**src/rtl/vga_pkg.sv**
```systemverilog
// Shared VGA timing constants and scheduler state encoding for the frame scheduler.
package vga_pkg;

    localparam int unsigned H_TOTAL  = 800;
    localparam int unsigned H_ACTIVE = 640;
    localparam int unsigned V_ACTIVE = 480;
    localparam int unsigned V_TOTAL  = 525;

    typedef logic [1:0] sched_state_t;

    localparam sched_state_t StIdle  = 2'd0;
    localparam sched_state_t StGrant = 2'd1;
    localparam sched_state_t StGap   = 2'd2;

endpackage

```
**src/rtl/rr_arbiter.sv**
```systemverilog
// Combinational round-robin pick: first eligible index strictly after ptr_i, wrapping.
module rr_arbiter #(
    parameter int unsigned N_REQ = 4,
    parameter int unsigned IW    = $clog2(N_REQ)
) (
    input  logic [N_REQ-1:0] eligible_i,
    input  logic [IW-1:0]    ptr_i,
    output logic [N_REQ-1:0] pick_o,
    output logic [IW-1:0]    idx_o
);

    logic found;

    always_comb begin
        pick_o = '0;
        idx_o  = '0;
        found  = 1'b0;
        // Indices above the pointer first, then wrap around to the low indices.
        for (int unsigned i = 0; i < N_REQ; i++) begin
            if (!found && eligible_i[i] && (IW'(i) > ptr_i)) begin
                found     = 1'b1;
                pick_o[i] = 1'b1;
                idx_o     = IW'(i);
            end
        end
        for (int unsigned i = 0; i < N_REQ; i++) begin
            if (!found && eligible_i[i]) begin
                found     = 1'b1;
                pick_o[i] = 1'b1;
                idx_o     = IW'(i);
            end
        end
    end

endmodule

```
**src/rtl/vga_frame_scheduler.sv**
```systemverilog
// Grants shared frame/sprite state to one requester at a time, only during vertical blanking,
// so updates never tear the picture. Emits frame tick/counter and sticky timeout/overrun flags.
module vga_frame_scheduler #(
    parameter int unsigned N_REQ            = 4,
    parameter int unsigned V_ACTIVE         = vga_pkg::V_ACTIVE,
    parameter int unsigned V_TOTAL          = vga_pkg::V_TOTAL,
    parameter int unsigned GUARD_LINES      = 2,
    parameter int unsigned MAX_GRANT_CYCLES = 4096
) (
    input  logic             clk,
    input  logic             rst,
    input  logic [9:0]       hor_count,
    input  logic [9:0]       ver_count,
    input  logic [N_REQ-1:0] req,
    input  logic [N_REQ-1:0] done,
    output logic [N_REQ-1:0] grant,
    output logic             frame_tick,
    output logic [7:0]       frame_count,
    output logic             window_open,
    output logic [N_REQ-1:0] timeout_flags,
    output logic [N_REQ-1:0] overrun_flags
);

    import vga_pkg::*;

    localparam int unsigned IW = $clog2(N_REQ);
    localparam int unsigned TW = (MAX_GRANT_CYCLES > 1) ? $clog2(MAX_GRANT_CYCLES) : 1;
    localparam logic [TW-1:0] TimerLast  = TW'(MAX_GRANT_CYCLES - 1);
    localparam logic [9:0]    VActive    = 10'(V_ACTIVE);
    localparam logic [9:0]    VGuard     = 10'(V_TOTAL - GUARD_LINES);

    logic             vb_q, vb_d;
    logic             tick_q, tick_d;
    logic [7:0]       fcount_q, fcount_d;
    logic             win_q, win_d;
    sched_state_t     state_q, state_d;
    logic [N_REQ-1:0] served_q, served_d;
    logic [IW-1:0]    ptr_q, ptr_d;
    logic [TW-1:0]    timer_q, timer_d;
    logic [N_REQ-1:0] grant_q, grant_d;
    logic [N_REQ-1:0] tflag_q, tflag_d;
    logic [N_REQ-1:0] oflag_q, oflag_d;

    logic             vb;
    logic [N_REQ-1:0] eligible;
    logic [N_REQ-1:0] pick;
    logic [IW-1:0]    pick_idx;
    logic             unused_hor;

    // Horizontal position is not needed; blanking is tracked per line.
    assign unused_hor = ^hor_count;

    assign vb       = (ver_count >= VActive);
    assign eligible = req & ~served_q;

    rr_arbiter #(
        .N_REQ (N_REQ),
        .IW    (IW)
    ) u_rr_arbiter (
        .eligible_i (eligible),
        .ptr_i      (ptr_q),
        .pick_o     (pick),
        .idx_o      (pick_idx)
    );

    always_comb begin
        vb_d     = vb;
        tick_d   = vb & ~vb_q;
        fcount_d = fcount_q + {7'd0, tick_q};
        win_d    = win_q;
        state_d  = state_q;
        served_d = served_q;
        ptr_d    = ptr_q;
        timer_d  = timer_q;
        grant_d  = grant_q;
        tflag_d  = tflag_q;
        oflag_d  = oflag_q;

        if ((ver_count >= VGuard) || !vb) begin
            win_d = 1'b0;
        end else if (tick_q) begin
            win_d = 1'b1;
        end

        if (tick_q) begin
            served_d = '0;
        end

        case (state_q)
            StIdle: begin
                if (win_q && (|eligible)) begin
                    grant_d = pick;
                    ptr_d   = pick_idx;
                    timer_d = '0;
                    state_d = StGrant;
                end
            end
            StGrant: begin
                timer_d = timer_q + 1'b1;
                // done beats timeout, timeout beats overrun; window closing never revokes.
                if (|(done & grant_q)) begin
                    grant_d  = '0;
                    served_d = served_d | grant_q;
                    state_d  = StGap;
                end else if (timer_q == TimerLast) begin
                    grant_d  = '0;
                    served_d = served_d | grant_q;
                    tflag_d  = tflag_q | grant_q;
                    state_d  = StGap;
                end else if (!vb) begin
                    grant_d  = '0;
                    served_d = served_d | grant_q;
                    oflag_d  = oflag_q | grant_q;
                    state_d  = StGap;
                end
            end
            StGap: begin
                state_d = StIdle;
            end
            default: begin
                grant_d = '0;
                state_d = StIdle;
            end
        endcase
    end

    always_ff @(posedge clk or posedge rst) begin
        if (rst) begin
            vb_q     <= 1'b0;
            tick_q   <= 1'b0;
            fcount_q <= '0;
            win_q    <= 1'b0;
            state_q  <= StIdle;
            served_q <= '0;
            ptr_q    <= IW'(N_REQ - 1);
            timer_q  <= '0;
            grant_q  <= '0;
            tflag_q  <= '0;
            oflag_q  <= '0;
        end else begin
            vb_q     <= vb_d;
            tick_q   <= tick_d;
            fcount_q <= fcount_d;
            win_q    <= win_d;
            state_q  <= state_d;
            served_q <= served_d;
            ptr_q    <= ptr_d;
            timer_q  <= timer_d;
            grant_q  <= grant_d;
            tflag_q  <= tflag_d;
            oflag_q  <= oflag_d;
        end
    end

    assign grant         = grant_q;
    assign frame_tick    = tick_q;
    assign frame_count   = fcount_q;
    assign window_open   = win_q;
    assign timeout_flags = tflag_q;
    assign overrun_flags = oflag_q;

endmodule
```
**config.mk**
```make
export PLATFORM = sky130hd
export DESIGN_NAME = vga_frame_scheduler
export DESIGN_NICKNAME = d
export VERILOG_FILES = /design/src/rtl/vga_pkg.sv /design/src/rtl/rr_arbiter.sv /design/src/rtl/vga_frame_scheduler.sv
export SDC_FILE = /design/constraint.sdc
export NUM_CORES = 1
export LEC_CHECK = 0
export CAP_MARGIN = 20
export CORE_MARGIN = 1.5
export CORE_UTILIZATION = 33
export DETAILED_ROUTE_END_ITERATION = 8
export DONT_BUFFER_PORTS = 1
export GPL_ROUTABILITY_DRIVEN = 0
export PLACE_DENSITY = 0.46
export SLEW_MARGIN = 20
export SYNTH_ARGS = -nofsm -noshare
export SYNTH_HDL_FRONTEND = slang
export SYNTH_SLANG_ARGS = --single-unit
export TNS_END_PERCENT = 50
```
**constraint.sdc**
```tcl
create_clock -name clk -period 2.1 [get_ports clk]
set_input_delay 0.315 -clock clk [delete_from_list [all_inputs] [get_ports clk]]
set_output_delay 0.315 -clock clk [all_outputs]
set_load 0.005 [all_outputs]
```
; ---- Word level (Yosys, flattened, before mapping)
; Cells that the tools add are included.
[totals]
register_bits = 43
input_bits = 30
output_inout_bits = 22
wordCells = 108
[classes]
add_sub_neg = 2
order_cmp = 6
eq_ne = 5
n_mux = 40
n_bitwise = 12
n_reduce_logical = 32
[ops]
columns = op, n
row1 = 4-bit two-way mux, 9
row2 = 12-bit one-hot mux with 2 select lines, 1
row3 = 2-bit two-way mux, 10
row4 = 1-bit two-way mux, 17
row5 = 12-bit by 1-bit adder with 12-bit output (second input constant), 1
row6 = 12-bit equality test (second input constant), 1
row7 = 1-bit logical AND, 12
row8 = 12-bit two-way mux, 1
row9 = 4-bit bitwise OR, 3
row10 = 4-bit one-hot mux with 3 select lines, 1
row11 = 10-bit >= comparator (second input constant), 1
row12 = 10-bit by 9-bit >= comparator with 1-bit output (second input constant), 1
row13 = 8-bit by 1-bit adder with 8-bit output, 1
row14 = 4-bit AND, 2
row15 = 1-bit zero test, 8
row16 = 4-bit OR reduction, 2
row17 = 2-bit AND reduction, 3
row18 = 3-bit AND reduction, 2
row19 = 1-bit inverter, 5
row20 = 1-bit by 2-bit > comparator with 1-bit output (first input constant), 2
row21 = 2-bit > comparator (first input constant), 2
row22 = 4-bit inequality test (second input constant), 1
row23 = 4-bit inverter, 1
row24 = 2-bit one-hot mux with 2 select lines, 1
row25 = 8 further kinds, 9

; ---- Logic depth before layout (Yosys ltp)
[depth]
depth_word = 30
depth_mapped = 6

; ---- By module
; A second synthesis with hierarchy kept.
[hier_totals]
hier_cells = 203
area_unflattened_um2 = 2174.6
[by_module_without_submodules]
columns = module, n_inst, cells_each, area_each_um2, seq_area_each_um2
row1 = vga_frame_scheduler, 1, 170, 1960.6, 1078.5
row2 = rr_arbiter, 1, 33, 214.0, 0.0

; ---- Worst setup path before layout
; OpenSTA, ideal clock, no wires.
[synth_timing]
path_kind = reg-to-reg
startpoint = reg timer_q[0]
endpoint = reg grant_q[0], in the netlist grant[0]
setup_time_ps = 125
t_arrival_ps = 1493
path_slack_ps = 482
path_stages_with_launch = 7
path_buffers = 0
cell_sequence = dfrtp_1 ha_1 and3_2 nand4_4 nand3_2 o21ai_2 mux2_4
[synth_via]
elab_chain_len = 4
word_cells_on_any_way = 6
cone_classes = eq/ne: 2 / mux: 3 / reduce/logical: 1
[synth_lines]
columns = element, line
row1 = from (decl), vga_frame_scheduler.sv:39  ; logic [TW-1:0] timer_q, timer_d;
row2 = from (signal assigned), vga_frame_scheduler.sv:148  ; timer_q <= timer_d;
row3 = 12-bit equality test *, vga_frame_scheduler.sv:105  ; end else if (timer_q == TimerLast) begin
row4 = 4-bit two-way mux, vga_frame_scheduler.sv:105
row5 = 4-bit two-way mux, vga_frame_scheduler.sv:101  ; if (|(done & grant_q)) begin
row6 = 4-bit one-hot mux with 3 select lines, vga_frame_scheduler.sv:89  ; case (state_q)
row7 = to (signal assigned), vga_frame_scheduler.sv:149  ; grant_q <= grant_d;
row8 = to (decl), vga_frame_scheduler.sv:40  ; logic [N_REQ-1:0] grant_q, grant_d;
; Every way passes the cells marked *; elsewhere a longest branch is shown, timed or not.
; A chain may end at the register's enable or synchronous reset.

; ---- Final worst setup path
; Ends and elaborated chain as after synthesis.

==> qor.yml <==
placed_design:
  place_ws_ns: 0.370
  hpwl_mm: 3.23
  portBuffers: 0
  dp_cells: 267
  placed_area_mm2: 0.00216
floorplan:
  io_pins: 52
  chipWidth_um: 82.0
  core_mm2: 0.00599
  rows: 28
  die_y_um: 82.0
  die-area_mm2: 0.00673
  start_util: 0.344
clock_tree:
  post_cts_resize_count: 0
  clkTransAtPathRegs_ns: 0.09
  ctsLongestPathBuffers: 2
  numClockSinks: 43
  cts_buffers: 5
  clock_latency_ns: 0.30
  cts_setup_buffers: 0
  hold_buffers: 0
  cts_tree: "built"
  cts_root_buf: "clkbuf_8"
  cts_htree_levels: 2
worst_setup_path:
  reg2reg_depth: 6
  cp.required_ns: 2.29
  reg2reg_to: "grant[0]"
  path_class: "reg2reg"
  ff2ff_setup_slack_ns: 0.37
  end_kind: "flip-flop"
  arrival_ns: 1.92
  crit_fanout: 5
  crit_path_start_kind: "flip-flop"
  worstReg2RegStart: "timer_q[0]"
timing:
  fin_crit_sh: 0.824
  finalSetupTns_ns: 0
  hold_viol_final: 0
  setup_slack_ns: 0.369
  slew_viol_final: 0
  setup_viol: 0
  clock.fmax_mhz: 578
  slew_headroom: 0.645
  rsz0062_at_grt: "false"
  tightest_slew_ns: 0.533
  period_minus_slack_ns: 1.73
  fin_skew_ns: 0.00429
synthesis:
  seq_area_frac_synth: 0.523
  syn_nets: 225
  synthFlopType: "dfrtp_1"
  async_reset_ff_frac: 1.00
  synth-seq-cells: 43
  netlist_area_mm2: 0.00206
  netlist_instances: 192
  synth_edf_count: 0
  synth.avg_cell_area_um2: 10.7
  ys_types: 51
  yosys_warnings: 0
drt:
  wl_per_cell_um: 16.0
  via_per_inst: 5.45
  wl_mm: 4.41
  firstDrtPassIters: 4
  vias: 1499
  antenna_left: 0
  drtIter0Drc: 81
  route.detailed.drc: 0
pwr:
  power_frac_clock: 0.231
  swShare: 0.355
  p_int_w: 0.00154
  cellPowerDensity_mw_per_mm2: 1060
  pwr-share-comb: 0.223
  netSwitchingPower_w: 0.000849
  power.share.sequential: 0.546
  p_leak_nw: 1.05
  vdd_drop_max_mv: 0.463
finish:
  final_cells: 275
  fill_cells: 584
  layout.nets: 232
  final_area_mm2: 0.00225
  drive_above_1_share: 0.145
  antenna_cells: 0
  area.growth.synth_to_final_pct: 9.41
  final_util: 0.376
grt:
  grt_max_degree: 44
  gr-usage-all-layers: 0.153
  overflow: 0
  antenna_found_initial: 0
  grt_pass1_vias: 1549
  grt_pass1_wl_mm: 7.69
worst_hold_path:
  min_path_type: "in2async"
run:
  cap_viol_max_count: 0
run_status:
  status: "complete, no violations"
area by class of cell:
type | count | area [µm²] | share of cell area
Timing Repair Buffer | 5 | 37.5 | 0.0166
Clock inverter | 3 | 25.0 | 0.0111
Inverter | 3 | 11.3 | 0.00499
Sequential cell | 43 | 1080 | 0.478
Tap cell | 75 | 93.8 | 0.0416
Clock buffer | 5 | 68.8 | 0.0305
Multi-Input combinational cell | 141 | 940 | 0.417
layout by cell type (no fill, tap or decap), types with 3 or more instances in the layout:
cell and n:
a21oi_1 7, clkbuf_8 5, o21ai_0 15, a21o_1 9, a22o_1 6, xor2_1 3
nand2b_1 4, nand4_1 4, ha_1 3, nand3_1 10, nand2_1 20, nor2_1 11
inv_1 3, a31oi_1 3, buf_4 5, nor2b_1 5, dfrtp_1 41, xnor2_1 5
through the flow:
step / hold slack [ns] / power, W
after floorplan: 0.378 / 0.00167
after global placement: 0.377 / 0.00183
after detailed placement: 0.387 / 0.00186
after CTS: 0.0527 / 0.00243
after global routing: 0.0760 / 0.00256
final: 0.0296 / 0.00239
worst max-delay path by stage:
stage	startpoint	to	slack, ns	cells past startpoint
global placement	timer_q[0]	grant[0]	0.39	6
finish	timer_q[0]	grant[0]	0.37	6
floorplan	timer_q[0]	grant[0]	0.48	6
detailed placement	timer_q[0]	grant[0]	0.37	6
global route	served_q[3]	timer_q[8]	0.23	5
CTS	timer_q[0]	grant[0]	0.36	6
power groups by stage:
| stage | Clock, W | Sequential (W) | Combinational [W] |
|---|---|---|---|
| finish | 0.000552 | 0.00131 | 0.000534 |
| global route | 0.000601 | 0.00134 | 0.000616 |
| CTS | 0.000578 | 0.00130 | 0.000546 |
| detailed placement | 0 | 0.00131 | 0.000543 |
| global placement | 0 | 0.00131 | 0.000526 |
| floorplan | 0 | 0.00124 | 0.000432 |
synthesized netlist by cell type (3+ instances only):
cell type,instances,area (µm²)
nand3_1,10,50.1
a21o_1,9,67.6
dfrtp_1,41,1030
nand2b_1,4,25.0
nand2_1,20,75.1
nor2_1,11,41.3
inv_1,3,11.3
nor2b_1,5,31.3
xor2_1,3,26.3
a21oi_1,7,35.0
ha_1,3,37.5
xnor2_1,5,43.8
a31oi_1,3,18.8
o21ai_0,15,75.1
a22o_1,6,52.6
nand4_1,4,25.0
per-layer routing:
metal,wire [µm],track usage
met1,1950,0.193
met2,2110,0.235
met3,261,0.0456
met4,96,0.0797
met5,0,0
registers in the layout, indices dropped and copies added (netlist names):
| signal | count |
|---|---|
| timer_q | 12 |
| frame_count | 8 |
| grant | 4 |
| overrun_flags | 4 |
| served_q | 4 |
| timeout_flags | 4 |
| ptr_q | 2 |
| state_q | 2 |
| frame_tick | 1 |
| vb_q | 1 |
| window_open | 1 |
critical path, cell delays in order, from the launching register on:
cell and delay (ns):
dfrtp_1 0.42, ha_1 0.26, and3_2 0.27, nand4_4 0.13, nand3_2 0.10, o21ai_2 0.12, mux2_4 0.32
logic make-up (layout without fill, tap and decap cells):
kind of cell             Yosys count  in the layout  synth area share
XOR/XNOR                           8              8            0.0340
multiplexers                       2              2            0.0121
adder cells (fa/ha/maj)            4              4            0.0237
flip-flops                        43             43             0.523
buffers and inverters              8             16            0.0206
AO/OA/AOI/OAI                     58             58             0.202
AND/OR/NAND/NOR                   69             69             0.185
Note: power is estimated with default switching activity, not from simulation.
